<file path="src/rtl/fetch_pkg.sv">
// Shared types and constants for the instruction-fetch controller.
package fetch_pkg;

    localparam int PKG_PC_W   = 64;
    localparam int PKG_ADDR_W = 6;

    // Byte size of a word-addressed ROM with the given address width.
    function automatic logic [63:0] rom_bytes(input int addr_w);
        return 64'd4 << addr_w;
    endfunction

    localparam logic [63:0] ROM_BYTES = rom_bytes(PKG_ADDR_W);

    typedef enum logic {
        FETCH = 1'b0,
        HALT  = 1'b1
    } fetch_state_t;

    typedef struct packed {
        logic [31:0]         instr;
        logic [PKG_PC_W-1:0] pc;
        logic                fault;
    } fetch_entry_t;

endpackage

</file>
<file path="src/rtl/fetch_fifo.sv">
// Prefetch queue of fetch entries with a registered head entry.
// Flush wins over push and pop. The head register always holds the entry
// that sits at the front of the queue, so consumers see no RAM read path.
module fetch_fifo
    import fetch_pkg::*;
#(
    parameter int DEPTH = 4
) (
    input  logic                       clk,
    input  logic                       reset,
    input  logic                       push,
    input  logic                       pop,
    input  logic                       flush,
    input  fetch_entry_t               din,
    output fetch_entry_t               head,
    output logic                       valid,
    output logic [$clog2(DEPTH):0]     count
);

    localparam int PTR_W = $clog2(DEPTH);
    localparam int CNT_W = PTR_W + 1;

    fetch_entry_t       mem [DEPTH];
    logic [PTR_W-1:0]   wr_ptr_reg, wr_ptr_next;
    logic [PTR_W-1:0]   rd_ptr_reg, rd_ptr_next;
    logic [CNT_W-1:0]   count_reg, count_next;
    logic [CNT_W-1:0]   count_after_pop;
    fetch_entry_t       head_reg, head_next;
    logic               valid_reg;
    logic               do_pop, do_push;

    // Qualify handshakes: never pop an empty queue, never overfill.
    always_comb begin
        do_pop  = pop && (count_reg != '0);
        do_push = push && ((count_reg < CNT_W'(DEPTH)) || do_pop);
    end

    // Next pointers, occupancy and head entry.
    always_comb begin
        wr_ptr_next     = wr_ptr_reg;
        rd_ptr_next     = rd_ptr_reg;
        count_next      = count_reg;
        head_next       = head_reg;
        count_after_pop = count_reg - CNT_W'(do_pop);
        if (flush) begin
            wr_ptr_next = '0;
            rd_ptr_next = '0;
            count_next  = '0;
        end else begin
            if (do_push) wr_ptr_next = wr_ptr_reg + PTR_W'(1);
            if (do_pop)  rd_ptr_next = rd_ptr_reg + PTR_W'(1);
            count_next = count_after_pop + CNT_W'(do_push);
            // An empty (or emptying) queue takes its new head straight from
            // the incoming word; otherwise the next stored entry moves up.
            if (count_after_pop == '0) begin
                if (do_push) head_next = din;
            end else begin
                head_next = mem[rd_ptr_next];
            end
        end
    end

    // Storage write; no reset so it maps onto plain memory.
    always_ff @(posedge clk) begin
        if (do_push && !flush) mem[wr_ptr_reg] <= din;
    end

    // Pointer, occupancy and head registers.
    always_ff @(posedge clk or negedge reset) begin
        if (!reset) begin
            wr_ptr_reg <= '0;
            rd_ptr_reg <= '0;
            count_reg  <= '0;
            head_reg   <= '0;
            valid_reg  <= 1'b0;
        end else begin
            wr_ptr_reg <= wr_ptr_next;
            rd_ptr_reg <= rd_ptr_next;
            count_reg  <= count_next;
            head_reg   <= head_next;
            valid_reg  <= (count_next != '0);
        end
    end

    assign head  = head_reg;
    assign valid = valid_reg;
    assign count = count_reg;

endmodule

</file>
<file path="src/rtl/fetch_ctrl.sv">
// Instruction-fetch controller: owns the fetch PC, reads the ROM, queues
// words with their PCs, turns bad PCs into fault entries and halts there
// until a redirect arrives.
module fetch_ctrl
    import fetch_pkg::*;
#(
    parameter int                DEPTH    = 4,
    parameter int                PC_W     = PKG_PC_W,
    parameter int                ADDR_W   = PKG_ADDR_W,
    parameter logic [PC_W-1:0]   RESET_PC = '0
) (
    input  logic                       clk,
    input  logic                       reset,
    output logic [ADDR_W-1:0]          imem_addr,
    input  logic [31:0]                imem_q,
    input  logic                       redirect_valid,
    input  logic [PC_W-1:0]            redirect_pc,
    output logic                       out_valid,
    input  logic                       out_ready,
    output logic [31:0]                out_instr,
    output logic [PC_W-1:0]            out_pc,
    output logic                       out_fault,
    output logic [$clog2(DEPTH):0]     q_count
);

    localparam int              CNT_W     = $clog2(DEPTH) + 1;
    // Entry pc field is sized by the package; PC_W must match it.
    localparam logic [PC_W-1:0] ROM_LIMIT = PC_W'(rom_bytes(ADDR_W));

    fetch_state_t       state_reg;
    logic [PC_W-1:0]    fetch_pc_reg;
    fetch_entry_t       push_entry;
    fetch_entry_t       head_entry;
    logic               fifo_valid;
    logic [CNT_W-1:0]   fifo_count;
    logic               pop, can_push, push, pc_fault;

    // Push/pop decisions and the entry formed from the current fetch PC.
    always_comb begin
        pop        = fifo_valid && out_ready;
        can_push   = (fifo_count < CNT_W'(DEPTH)) || pop;
        pc_fault   = (fetch_pc_reg[1:0] != 2'b00) || (fetch_pc_reg >= ROM_LIMIT);
        push       = (state_reg == FETCH) && can_push && !redirect_valid;
        push_entry.pc    = fetch_pc_reg;
        push_entry.fault = pc_fault;
        push_entry.instr = pc_fault ? 32'h0 : imem_q;
    end

    // Fetch FSM: PC advance, fault halt, redirect restart.
    always_ff @(posedge clk or negedge reset) begin
        if (!reset) begin
            state_reg    <= FETCH;
            fetch_pc_reg <= RESET_PC;
        end else if (redirect_valid) begin
            state_reg    <= FETCH;
            fetch_pc_reg <= redirect_pc;
        end else if (state_reg == FETCH && can_push) begin
            if (pc_fault) begin
                state_reg <= HALT;
            end else begin
                fetch_pc_reg <= fetch_pc_reg + PC_W'(4);
            end
        end
    end

    fetch_fifo #(
        .DEPTH (DEPTH)
    ) u_fifo (
        .clk   (clk),
        .reset (reset),
        .push  (push),
        .pop   (pop),
        .flush (redirect_valid),
        .din   (push_entry),
        .head  (head_entry),
        .valid (fifo_valid),
        .count (fifo_count)
    );

    assign imem_addr = fetch_pc_reg[ADDR_W+1:2];
    assign out_valid = fifo_valid;
    assign out_instr = head_entry.instr;
    assign out_pc    = head_entry.pc;
    assign out_fault = head_entry.fault;
    assign q_count   = fifo_count;

endmodule
</file>
<file path="config.mk">
export PLATFORM = sky130hd
export DESIGN_NAME = fetch_ctrl
export DESIGN_NICKNAME = d
export VERILOG_FILES = /design/src/rtl/fetch_pkg.sv /design/src/rtl/fetch_fifo.sv /design/src/rtl/fetch_ctrl.sv
export SDC_FILE = /design/constraint.sdc
export NUM_CORES = 1
export LEC_CHECK = 0
export ABC_AREA = 1
export BUFFER_PORTS_ARGS = -buffer_cell sky130_fd_sc_hd__buf_4
export CAP_MARGIN = 20
export CORE_ASPECT_RATIO = 0.75
export CORE_MARGIN = 2
export CORE_UTILIZATION = 54
export CTS_CLUSTER_DIAMETER = 80
export DETAILED_ROUTE_END_ITERATION = 8
export HOLD_SLACK_MARGIN = 0.06
export PLACE_DENSITY_LB_ADDON = 0.1
export SLEW_MARGIN = 20
export SYNTH_ARGS = -nofsm -noshare
export SYNTH_HDL_FRONTEND = slang
export SYNTH_SLANG_ARGS = --single-unit
</file>
<file path="constraint.sdc">
create_clock -name clk -period 5.2 [get_ports clk]
set_input_delay 1.56 -clock clk [delete_from_list [all_inputs] [get_ports clk]]
set_output_delay 1.56 -clock clk [all_outputs]
set_load 0.01 [all_outputs]
</file>
==> qor.txt <==
status - finished clean
crit path cell chain - buf_4 > nand2_1 > inv_2 > nand2_2 > inv_1 > ha_1 > ha_1 > nand4_4 > a21oi_4 > buf_4 > inv_1 > buf_4 > nand3_1 > nand2_1
Required @ worst endpoint - 5.66 ns
die area - 46900 um^2
post-route ant nets - 0
power per cell area - 484 nW/um^2
RePlAce Congestion - 0.767
Clock Pin Slew Worst Setup and Hold Paths - 0.06 ns
Core Area - 44700 um^2
Post-synth EDFFs - 388
Post-Syn Area - 24400 um^2
H-tree depth - 2
share of cells above drive strength 1 - 13.0%
Seq cells post-synth - 558
total CTS buffers - 54
CP endpoint kind - flip-flop
RR Startpoint - fetch_pc_reg[36]
final net count - 2733
first-pass GRT wire length - 96.3 mm
Slew @ Worst Pin - 1.14 ns
maximum vdd ir drop - 616 uV
First-pass DRT Iterations - 5
drt via density - 5.41
commonest non-fill, non-tap cell in the layout - nand2_1
n_diodes - 0
RSZ-0062 raised after global routing - false
Die Y - 188 um
DP Wirelength - 32.8 mm
Finished Core Util - 63.2%
# clock sinks - 558
crit start category - input port
Ports - 207
Main synth FF type - edfxtp_1
pins over their slew limit - 0
CP max FO - 33
syn avg cell area - 9.85 um^2
Tcrit/Tclk final - 65.9%
Worst Hold Path Cells - 2
most frequent cells in the layout - nand2_1, nand3_1, edfxtp_1
Chip Width - 250 um
Worst path slowest cell - buf_4
largest net degree at the start of global routing - 195
Initial Utilization - 54.6%
Yosys cell types - 31
initial antenna violation count - 0
CTS root buffer - clkbuf_16
post_cts resized - 0
WL/cell - 19.2 um
Peak Freq - 0.292 GHz
fin crit period - 3.43 ns
Worst EP arrival - 3.89 ns
Syn Nets - 2587
number of synthesis warnings - 0
Residual DRC - 0
DP Area - 26400 um^2
endpoints failing hold - 0
Total Routed Length - 62.3 mm
Cells after Synth - 2477
number of global-route vias before repair - 17300
max incr delay on CP - 0.35 ns
clk_lat worst skew - 0.59 ns
CP top delay family - buffers and inverters
hold_buf cts - 0
postcts setup bufs - 0
Hold Path End - u_fifo.head[56]
Max Cap Viol - 0
row cnt - 67
design area - 28200 um^2
worst min path class - flip-flop to flip-flop
via count - 17600
Final Skew - 0.0137 ns
CP Buf/Inv Count - 6
Leak - 13.0 nW
setup violators final - 0
GRT Residual Overflow - 0
drt first-iter violations - 1540
I/O Buffers - 206
Non-Filler Instances - 3255
sequential share of the synthesized area - 65.2%
CTS tree - yes
buffer depth of the longest clock path - 3
GRT Util Overall - 26.3%
R2R Setup Slk - 2.12 ns
Placed Cells - 3153
max_slew headroom - 24.1%
Setup CP Type - input port to flip-flop
Area growth, synth to finish - 15.6%
r2r worst-path depth - 12
max reg flops - 388
Critical Path Most Common Cell - buf_4
RR Endpoint - fetch_pc_reg[62]
fill count - 3630
FFs w/ async S/R, synth - 30.5%
Pwr Total - 0.0137 W
hold wc startpoint - u_fifo.head[56]
cell families after synthesis:
group           Yosys count  share of synthesized area, %
compound gates           91                          1.89
xor+xnor                  1                        0.0359
fa+ha+maj                10                         0.513
buf+inv                 455                          7.86
flops                   558                          65.2
mux                       2                        0.0820
simple gates           1360                          24.5
cell usage after synthesis, types with 8 or more instances:
cell      instances  share of area (%)
o21ai_0          68                1.4
nand3b_1         65                2.0
clkbuf_1         29               0.45
nand3_1         438                9.0
edfxtp_1        388                 48
a21oi_1          16               0.33
buf_1             9               0.14
buf_2            88                1.8
ha_1             10               0.51
inv_1           297                4.6
buf_4            21               0.65
nand2_1         770                 12
dfrtp_1         170                 17
nand2_2           8               0.21
nor2_1           70                1.1
per-stage QoR:
stage                     hold WS (ns)  setup TNS, ns  setup slack (ns)
after floorplan                  0.476        -594.80             -1.53
after global placement           0.464              0              1.22
after detailed placement         0.466              0              1.18
after CTS                        0.483              0              1.80
after global routing             0.497              0              1.64
final                            0.479              0              1.77
worst max-delay path by stage:
stage	startpoint	end	slack, ns	cells past startpoint
floorplan	redirect_valid	u_fifo.mem[0][0]	-1.53	5
global placement	out_ready	u_fifo.head[70]	1.22	14
detailed placement	out_ready	u_fifo.head[84]	1.18	14
CTS	out_ready	u_fifo.head[92]	1.80	14
global route	out_ready	u_fifo.head[68]	1.64	14
finish	out_ready	u_fifo.head[68]	1.77	14
cell type report:
class,instances,area (um^2),share of cell area [%]
clock buffer,91,1700,6.04
clock inverter,11,153,0.541
inverter,305,1150,4.06
multi-input combinational,1464,6670,23.6
sequential,558,15900,56.3
tap,586,733,2.60
timing repair buffer,240,1910,6.77
layer usage:
layer	track usage, %	wire length, um	up-vias
met2	43.3	29800	641
met3	4.15	4460	80
met1	36.8	27000	8530
li1	-	-	8369
met4	7.09	1090	0
met5	0	0	-
power breakdown:
| group | total [W] | switching, W | internal, W |
|---|---|---|---|
| Sequential | 0.00586 | 0.000438 | 0.00542 |
| Combinational | 0.00375 | 0.00241 | 0.00134 |
| Clock | 0.00406 | 0.00164 | 0.00242 |
worst min-delay path, cell delays in order (launching register included):
cell	delay (ns)
dfrtp_1	0.34
nand2_1	0.05
nand2_1	0.05
Note: power is estimated with default switching activity, not from simulation.
